### config.mk
export PLATFORM = sky130hd
export DESIGN_NAME = sram_access_ctrl_flat
export DESIGN_NICKNAME = d
export VERILOG_FILES = /design/src/rtl/sram_ctrl_pkg.sv /design/src/rtl/sram_access_ctrl_if.sv /design/src/rtl/sram_wait_counter.sv /design/src/rtl/sram_access_ctrl.sv /design/src/flat_wrapper.sv
export SDC_FILE = /design/constraint.sdc
export NUM_CORES = 1
export LEC_CHECK = 0
export ABC_AREA = 1
export BUFFER_PORTS_ARGS = -buffer_cell sky130_fd_sc_hd__buf_2
export CORE_MARGIN = 2
export CORE_UTILIZATION = 40
export DETAILED_ROUTE_END_ITERATION = 8
export MAX_ROUTING_LAYER = met4
export PLACE_DENSITY = 0.68
export SYNTH_ARGS = -nofsm -noshare
export SYNTH_HDL_FRONTEND = slang
export SYNTH_SLANG_ARGS = --single-unit
### constraint.sdc
create_clock -name clk -period 3.48 [get_ports clk]
set_clock_uncertainty 0.2 [all_clocks]
set_input_delay 0.696 -clock clk [delete_from_list [all_inputs] [get_ports clk]]
set_output_delay 0.696 -clock clk [all_outputs]
set_load 0.005 [all_outputs]
### src/rtl/sram_ctrl_pkg.sv
// Shared types and defaults for the SRAM access controller: FSM state encoding,
// default parameter values and the SRAM data width.
package sram_ctrl_pkg;

  typedef enum logic [1:0] {
    ST_IDLE = 2'd0,
    ST_LO   = 2'd1,
    ST_HI   = 2'd2,
    ST_DONE = 2'd3
  } state_e;

  localparam int unsigned DEF_BASE_ADDR   = 1024;
  localparam int unsigned DEF_SRAM_AW     = 18;
  localparam int unsigned DEF_WAIT_CYCLES = 3;
  localparam int unsigned SRAM_DW         = 16;
  localparam int unsigned CNT_W           = 4;

endpackage

### src/rtl/sram_access_ctrl_if.sv
// MEM-stage side of the SRAM access controller: request, address/data and
// the ready/err/rdata responses. The pipeline is master, the controller slave.
interface sram_access_ctrl_if;

  logic        mem_read;
  logic        mem_write;
  logic [31:0] address;
  logic [31:0] wdata;
  logic [31:0] rdata;
  logic        ready;
  logic        err;

  modport master (
    output mem_read, mem_write, address, wdata,
    input  rdata, ready, err
  );

  modport slave (
    input  mem_read, mem_write, address, wdata,
    output rdata, ready, err
  );

endinterface

### src/rtl/sram_wait_counter.sv
// Per-half-word wait counter: counts 0..WAIT_CYCLES-1 while enabled, wraps to 0
// after the last count, and flags the last count for the FSM and the we_n release.
module sram_wait_counter
  import sram_ctrl_pkg::*;
#(
  parameter int unsigned WAIT_CYCLES = DEF_WAIT_CYCLES
) (
  input  logic clk,
  input  logic rst_n,
  input  logic clr_i,
  input  logic en_i,
  output logic last_o,
  output logic hold_o
);

  logic [CNT_W-1:0] cnt_q, cnt_d;

  assign last_o = (cnt_q == CNT_W'(WAIT_CYCLES - 1));
  assign hold_o = last_o;

  always_comb begin
    cnt_d = cnt_q;
    if (clr_i) begin
      cnt_d = '0;
    end else if (en_i) begin
      cnt_d = last_o ? '0 : cnt_q + 1'b1;
    end
  end

  always_ff @(posedge clk or negedge rst_n) begin
    if (!rst_n) begin
      cnt_q <= '0;
    end else begin
      cnt_q <= cnt_d;
    end
  end

endmodule

### src/rtl/sram_access_ctrl.sv
// Splits each 32-bit MEM-stage load/store into two timed half-word accesses on a
// 16-bit SRAM. Optional address fault check: SRAM_ACCESS_CTRL_ADDR_CHECK_EN.
module sram_access_ctrl
  import sram_ctrl_pkg::*;
#(
  parameter int unsigned BASE_ADDR   = DEF_BASE_ADDR,
  parameter int unsigned SRAM_AW     = DEF_SRAM_AW,
  parameter int unsigned WAIT_CYCLES = DEF_WAIT_CYCLES
) (
  input  logic                 clk,
  input  logic                 rst,
  sram_access_ctrl_if.slave    cpu,
  output logic [SRAM_AW-1:0]   sram_addr,
  output logic [SRAM_DW-1:0]   sram_dq_out,
  output logic                 sram_dq_oe,
  input  logic [SRAM_DW-1:0]   sram_dq_in,
  output logic                 sram_we_n,
  output logic                 sram_oe_n
);

  state_e             state_q, state_d;
  logic               rd_q, rd_d;
  logic [SRAM_AW-2:0] wa_q, wa_d;
  logic [31:0]        wdata_q, wdata_d;
  logic [31:0]        rdata_q, rdata_d;
  logic               err_q, err_d;
  logic               cnt_en, cnt_last, cnt_hold;
  logic               req, fault;
  logic [31:0]        wa_full;

  assign req     = cpu.mem_read | cpu.mem_write;
  assign wa_full = (cpu.address - 32'(BASE_ADDR)) >> 2;

`ifdef SRAM_ACCESS_CTRL_ADDR_CHECK_EN
  assign fault = (cpu.address[1:0] != 2'b00)
              || (cpu.address < 32'(BASE_ADDR))
              || (wa_full[31:SRAM_AW-1] != '0);
`else
  logic unused_wa_hi;
  assign unused_wa_hi = ^wa_full[31:SRAM_AW-1];
  assign fault        = 1'b0;
`endif

  sram_wait_counter #(
    .WAIT_CYCLES (WAIT_CYCLES)
  ) u_wait (
    .clk    (clk),
    .rst_n  (rst),
    .clr_i  (~cnt_en),
    .en_i   (cnt_en),
    .last_o (cnt_last),
    .hold_o (cnt_hold)
  );

  always_comb begin
    state_d = state_q;
    rd_d    = rd_q;
    wa_d    = wa_q;
    wdata_d = wdata_q;
    rdata_d = rdata_q;
    err_d   = 1'b0;
    cnt_en  = 1'b0;
    unique case (state_q)
      ST_IDLE: begin
        if (req) begin
          rd_d    = cpu.mem_read;
          wa_d    = wa_full[SRAM_AW-2:0];
          wdata_d = cpu.wdata;
          if (fault) begin
            state_d = ST_DONE;
            err_d   = 1'b1;
          end else begin
            state_d = ST_LO;
          end
        end
      end
      ST_LO: begin
        cnt_en = 1'b1;
        if (cnt_last) begin
          state_d = ST_HI;
          if (rd_q) rdata_d[15:0] = sram_dq_in;
        end
      end
      ST_HI: begin
        cnt_en = 1'b1;
        if (cnt_last) begin
          state_d = ST_DONE;
          if (rd_q) rdata_d[31:16] = sram_dq_in;
        end
      end
      ST_DONE: state_d = ST_IDLE;
      default: state_d = ST_IDLE;
    endcase
  end

  // Pad strobes are decoded from registered state so an async reset idles them at once.
  always_comb begin
    sram_addr   = '0;
    sram_dq_out = '0;
    sram_dq_oe  = 1'b0;
    sram_we_n   = 1'b1;
    sram_oe_n   = 1'b1;
    if (state_q == ST_LO || state_q == ST_HI) begin
      sram_addr = {wa_q, (state_q == ST_HI)};
      if (rd_q) begin
        sram_oe_n = 1'b0;
      end else begin
        sram_dq_oe  = 1'b1;
        sram_we_n   = cnt_hold;
        sram_dq_out = (state_q == ST_HI) ? wdata_q[31:16] : wdata_q[15:0];
      end
    end
  end

  assign cpu.ready = ((state_q == ST_IDLE) && !req) || (state_q == ST_DONE);
  assign cpu.rdata = rdata_q;
  assign cpu.err   = err_q;

  always_ff @(posedge clk or negedge rst) begin
    if (!rst) begin
      state_q <= ST_IDLE;
      rd_q    <= 1'b0;
      wa_q    <= '0;
      wdata_q <= '0;
      rdata_q <= '0;
      err_q   <= 1'b0;
    end else begin
      state_q <= state_d;
      rd_q    <= rd_d;
      wa_q    <= wa_d;
      wdata_q <= wdata_d;
      rdata_q <= rdata_d;
      err_q   <= err_d;
    end
  end

endmodule

### src/flat_wrapper.sv
// flat-port wrapper written by rule: the top's interface ports become plain ports
module sram_access_ctrl_flat import sram_ctrl_pkg::*;
#(
  parameter int unsigned BASE_ADDR   = DEF_BASE_ADDR,
  parameter int unsigned SRAM_AW     = DEF_SRAM_AW,
  parameter int unsigned WAIT_CYCLES = DEF_WAIT_CYCLES
)
  (clk, rst, sram_addr, sram_dq_out, sram_dq_oe, sram_dq_in, sram_we_n, sram_oe_n, cpu_mem_read, cpu_mem_write, cpu_address, cpu_wdata, cpu_rdata, cpu_ready, cpu_err);
  sram_access_ctrl_if cpu_i ();
  input  logic clk;
  input  logic rst;
  output logic [SRAM_AW-1:0] sram_addr;
  output logic [SRAM_DW-1:0] sram_dq_out;
  output logic sram_dq_oe;
  input  logic [SRAM_DW-1:0] sram_dq_in;
  output logic sram_we_n;
  output logic sram_oe_n;
  input wire logic [$bits(cpu_i.mem_read)-1:0] cpu_mem_read;
  input wire logic [$bits(cpu_i.mem_write)-1:0] cpu_mem_write;
  input wire logic [$bits(cpu_i.address)-1:0] cpu_address;
  input wire logic [$bits(cpu_i.wdata)-1:0] cpu_wdata;
  output wire logic [$bits(cpu_i.rdata)-1:0] cpu_rdata;
  output wire logic [$bits(cpu_i.ready)-1:0] cpu_ready;
  output wire logic [$bits(cpu_i.err)-1:0] cpu_err;
  assign cpu_i.mem_read = cpu_mem_read;
  assign cpu_i.mem_write = cpu_mem_write;
  assign cpu_i.address = cpu_address;
  assign cpu_i.wdata = cpu_wdata;
  assign cpu_rdata = cpu_i.rdata;
  assign cpu_ready = cpu_i.ready;
  assign cpu_err = cpu_i.err;
  sram_access_ctrl #(.BASE_ADDR(BASE_ADDR), .SRAM_AW(SRAM_AW), .WAIT_CYCLES(WAIT_CYCLES)) u_core (.clk(clk), .rst(rst), .cpu(cpu_i), .sram_addr(sram_addr), .sram_dq_out(sram_dq_out), .sram_dq_oe(sram_dq_oe), .sram_dq_in(sram_dq_in), .sram_we_n(sram_we_n), .sram_oe_n(sram_oe_n));
endmodule
==> key figures <==
Outcome
  • Status: finished, final reports clean

STA
  • Slew HR: 0.450
  • Number of setup violations in the final report: 0
  • Final Hold Fails: 0
  • FMAX: roughly 0.35 GHz
  • Tmin final: between 2 and 3 ns
  • Slew at the pin closest to its max-slew limit: 0.825 ns
  • Unrepaired setup endpoints after global routing: no
  • Final TNS setup: 0 ns
  • Fin crit share: 0.813
  • Slew Limit Fails: 0

Detailed routing
  • Final WL: about 9500 um
  • Pre-antenna DRT Iters: 4
  • Via density: around 4.6
  • DRT iter0 DRCs: approximately 230
  • DRC violations left: 0
  • Antenna-violating nets left: 0
  • Avg WL per Cell: ~12 um
  • Vias: between 3000 and 4000

CTS
  • # H-tree levels: 3
  • Clock sinks: between 80 and 90
  • Number of buffers on the longest clock path: 2
  • Hold_buf cts: 0
  • Clock Latency Late Sink: 0.34 ns
  • TritonCTS clock tree: built
  • PostCTS Resize Cnt: 0
  • Num CTS Buffers: 9
  • Clk pin slew, worst setup/hold paths: around 0.09 ns
  • Post-CTS Setup Repair Bufs: 0
  • Clk root buf: clkbuf_8

Power
  • Sw Share: 0.402
  • Cell Pwr Density: 885 nW/um^2
  • P_int: between 2 and 3 mW
  • Clock share of power: 0.161
  • Logic pwr share: 0.438
  • Reg power frac: 0.401
  • Maximum vdd drop: approximately 0.33 mV
  • Sw Pwr: approximately 1.8 mW
  • Leakage power: approximately 3 nW

Placement
  • Post-DP HPWL: 6540 um
  • Port bufs: 138
  • Cell Area, Placed: between 4000 and 5000 um^2
  • Inst Count DP: 754
  • Routability Congestion: slightly above 0.8

Layout
  • Synthesis-to-finish area growth: 25.0%
  • Layout cells sized above 1: 0.259
  • Non-Filler Instances: between 700 and 800
  • Final instance area: 4970 um^2
  • Nets: 723
  • Most frequent cells in the layout: nand2_1, buf_2, dfrtp_1
  • Commonest non-fill, non-tap cell in the layout: nand2_1
  • # diodes: 0

Global route
  • Initial antenna violation count: 0
  • Total track usage: 0.186
  • First-pass GRT wire length: ~16000 um
  • GR Overflow Total: 0
  • Pin count of the biggest net entering global routing: slightly below 90
  • Vias in the first global route: about 3400

Die
  • Die height: roughly 100 um
  • DIE WIDTH: approximately 100 um
  • Row cnt: 36
  • Ports: between 150 and 200
  • Total die area: 10700 um^2
  • Initial Util: 0.410
  • Core ar.: between 9000 and 10000 um^2

Critical path
  • CP max stage delay: around 0.40 ns
  • Crit path max fanout: 19
  • CP startpoint: u_core.state_q[0]
  • Worst Path Arrival: just under 2 ns
  • Slowest-stage cell, CP: dfrtp_1
  • Worst EP required: roughly 2.6 ns
  • CP Capture Type: output port
  • R2r startpoint: u_core.state_q[0]
  • Crit-path cells: inv_1, ha_1, buf_4, nand2_1, or2_2, buf_2
  • Startpoint Class: flip-flop
  • Crit path kind: reg2out

Synthesis
  • Top-area cell type share of the netlist area: 0.555
  • Yosys reg bits: slightly below 90
  • Cell taking the most area after synthesis: dfrtp_1
  • Synth Warn #: 0
  • Synthesized instance count: 501
  • Syn Area/Cell: between 7 and 8 um^2
  • Area of the mapped netlist: 3970 um^2
  • Largest cells by area after synthesis: dfrtp_1, nand2_1, o21ai_0, inv_1, nor2_1
  • Distinct cells, synth: 23
  • Syn nets: ~590
  • Register area share after synthesis: 0.555

Hold path
  • Worst hold path class: in2async

Run
  • # Max-Cap Violations: 0
## power by group through the flow
stage                     Sequential (mW)  Combinational, mW  Clock (mW)
after global routing                 1.82               2.20       0.774
after detailed placement             1.78               1.94           0
after CTS                            1.76               1.96       0.726
final                                1.76               1.92       0.709
after floorplan                      1.75               1.15           0
after global placement               1.76               1.90           0
## synth_stat cells, drive strengths merged
master and n:
nand2 200, dfrtp 88, o21ai 58, inv 54
nor2 50, buf 17, nand3 12, ha 7
clkbuf 6, a21oi 2, a31oi 2, or2 2
conb 1, xnor2 1, xor2 1
## flip-flops by register name (all words and copies together), names as in the netlist
signal,flops
u_core.rd_q,1
u_core.wdata_q,32
u_core.u_wait.cnt_q,4
u_core.wa_q,17
u_core.cpu.rdata,32
u_core.state_q,2
## stage by stage
step	worst slack, ns	utilization	total power [mW]	hold slack [ns]
after floorplan	1.23	-	2.89	0.200
after global routing	0.499	0.513	4.79	0.216
final	0.652	0.513	4.39	0.158
after global placement	1.06	0.492	3.65	0.257
after CTS	0.631	0.513	4.44	0.195
after detailed placement	1.01	0.492	3.72	0.261
## critical path, delay by kind of cell, from the launching register on
kind	cells	cell delay [ns]
buf+inv	3	0.45
simple gates	2	0.45
flops	1	0.40
fa+ha+maj	1	0.30
## kinds of logic after synthesis
group                    Yosys count  share of synthesized area
flip-flops                        88                      0.555
buffers and inverters             77                     0.0813
AND/OR/NAND/NOR                  264                      0.257
adder cells (fa/ha/maj)            7                     0.0221
XOR/XNOR                           2                    0.00441
AO/OA/AOI/OAI                     62                     0.0797
other                              1                   0.000944
## final cells by class
type | count | area [um^2]
multi-input combinational | 336 | 1450
clock buffer | 11 | 141
tap | 133 | 166
inverter | 54 | 203
timing repair buffer | 143 | 743
fill | 971 | 4720
sequential | 88 | 2200
clock inverter | 5 | 56.3
## final timing paths
check / to / slack [ns] / depth (start not counted)
worst min-delay path: u_core.wdata_q[30] / 0.16 / 2
worst max register to register: u_core.cpu.rdata[24] / 1.37 / 5
max in group asynchronous: u_core.state_q[1] / 2.53 / 2
worst min register to register: u_core.wdata_q[20] / 0.28 / 2
worst max-delay path: sram_we_n / 0.65 / 6
min in group clk: u_core.wdata_q[20] / 0.28 / 2
## routing by layer
metal  vias up  global-route usage  share of wire
met5         -                   -              0
met4         0              0.0608          0.012
met3         9              0.0308          0.040
met2        92               0.307           0.49
met1      1654               0.235           0.46
li1       1780                   -              -
No activity file was read; power rests on OpenSTA's default activity.
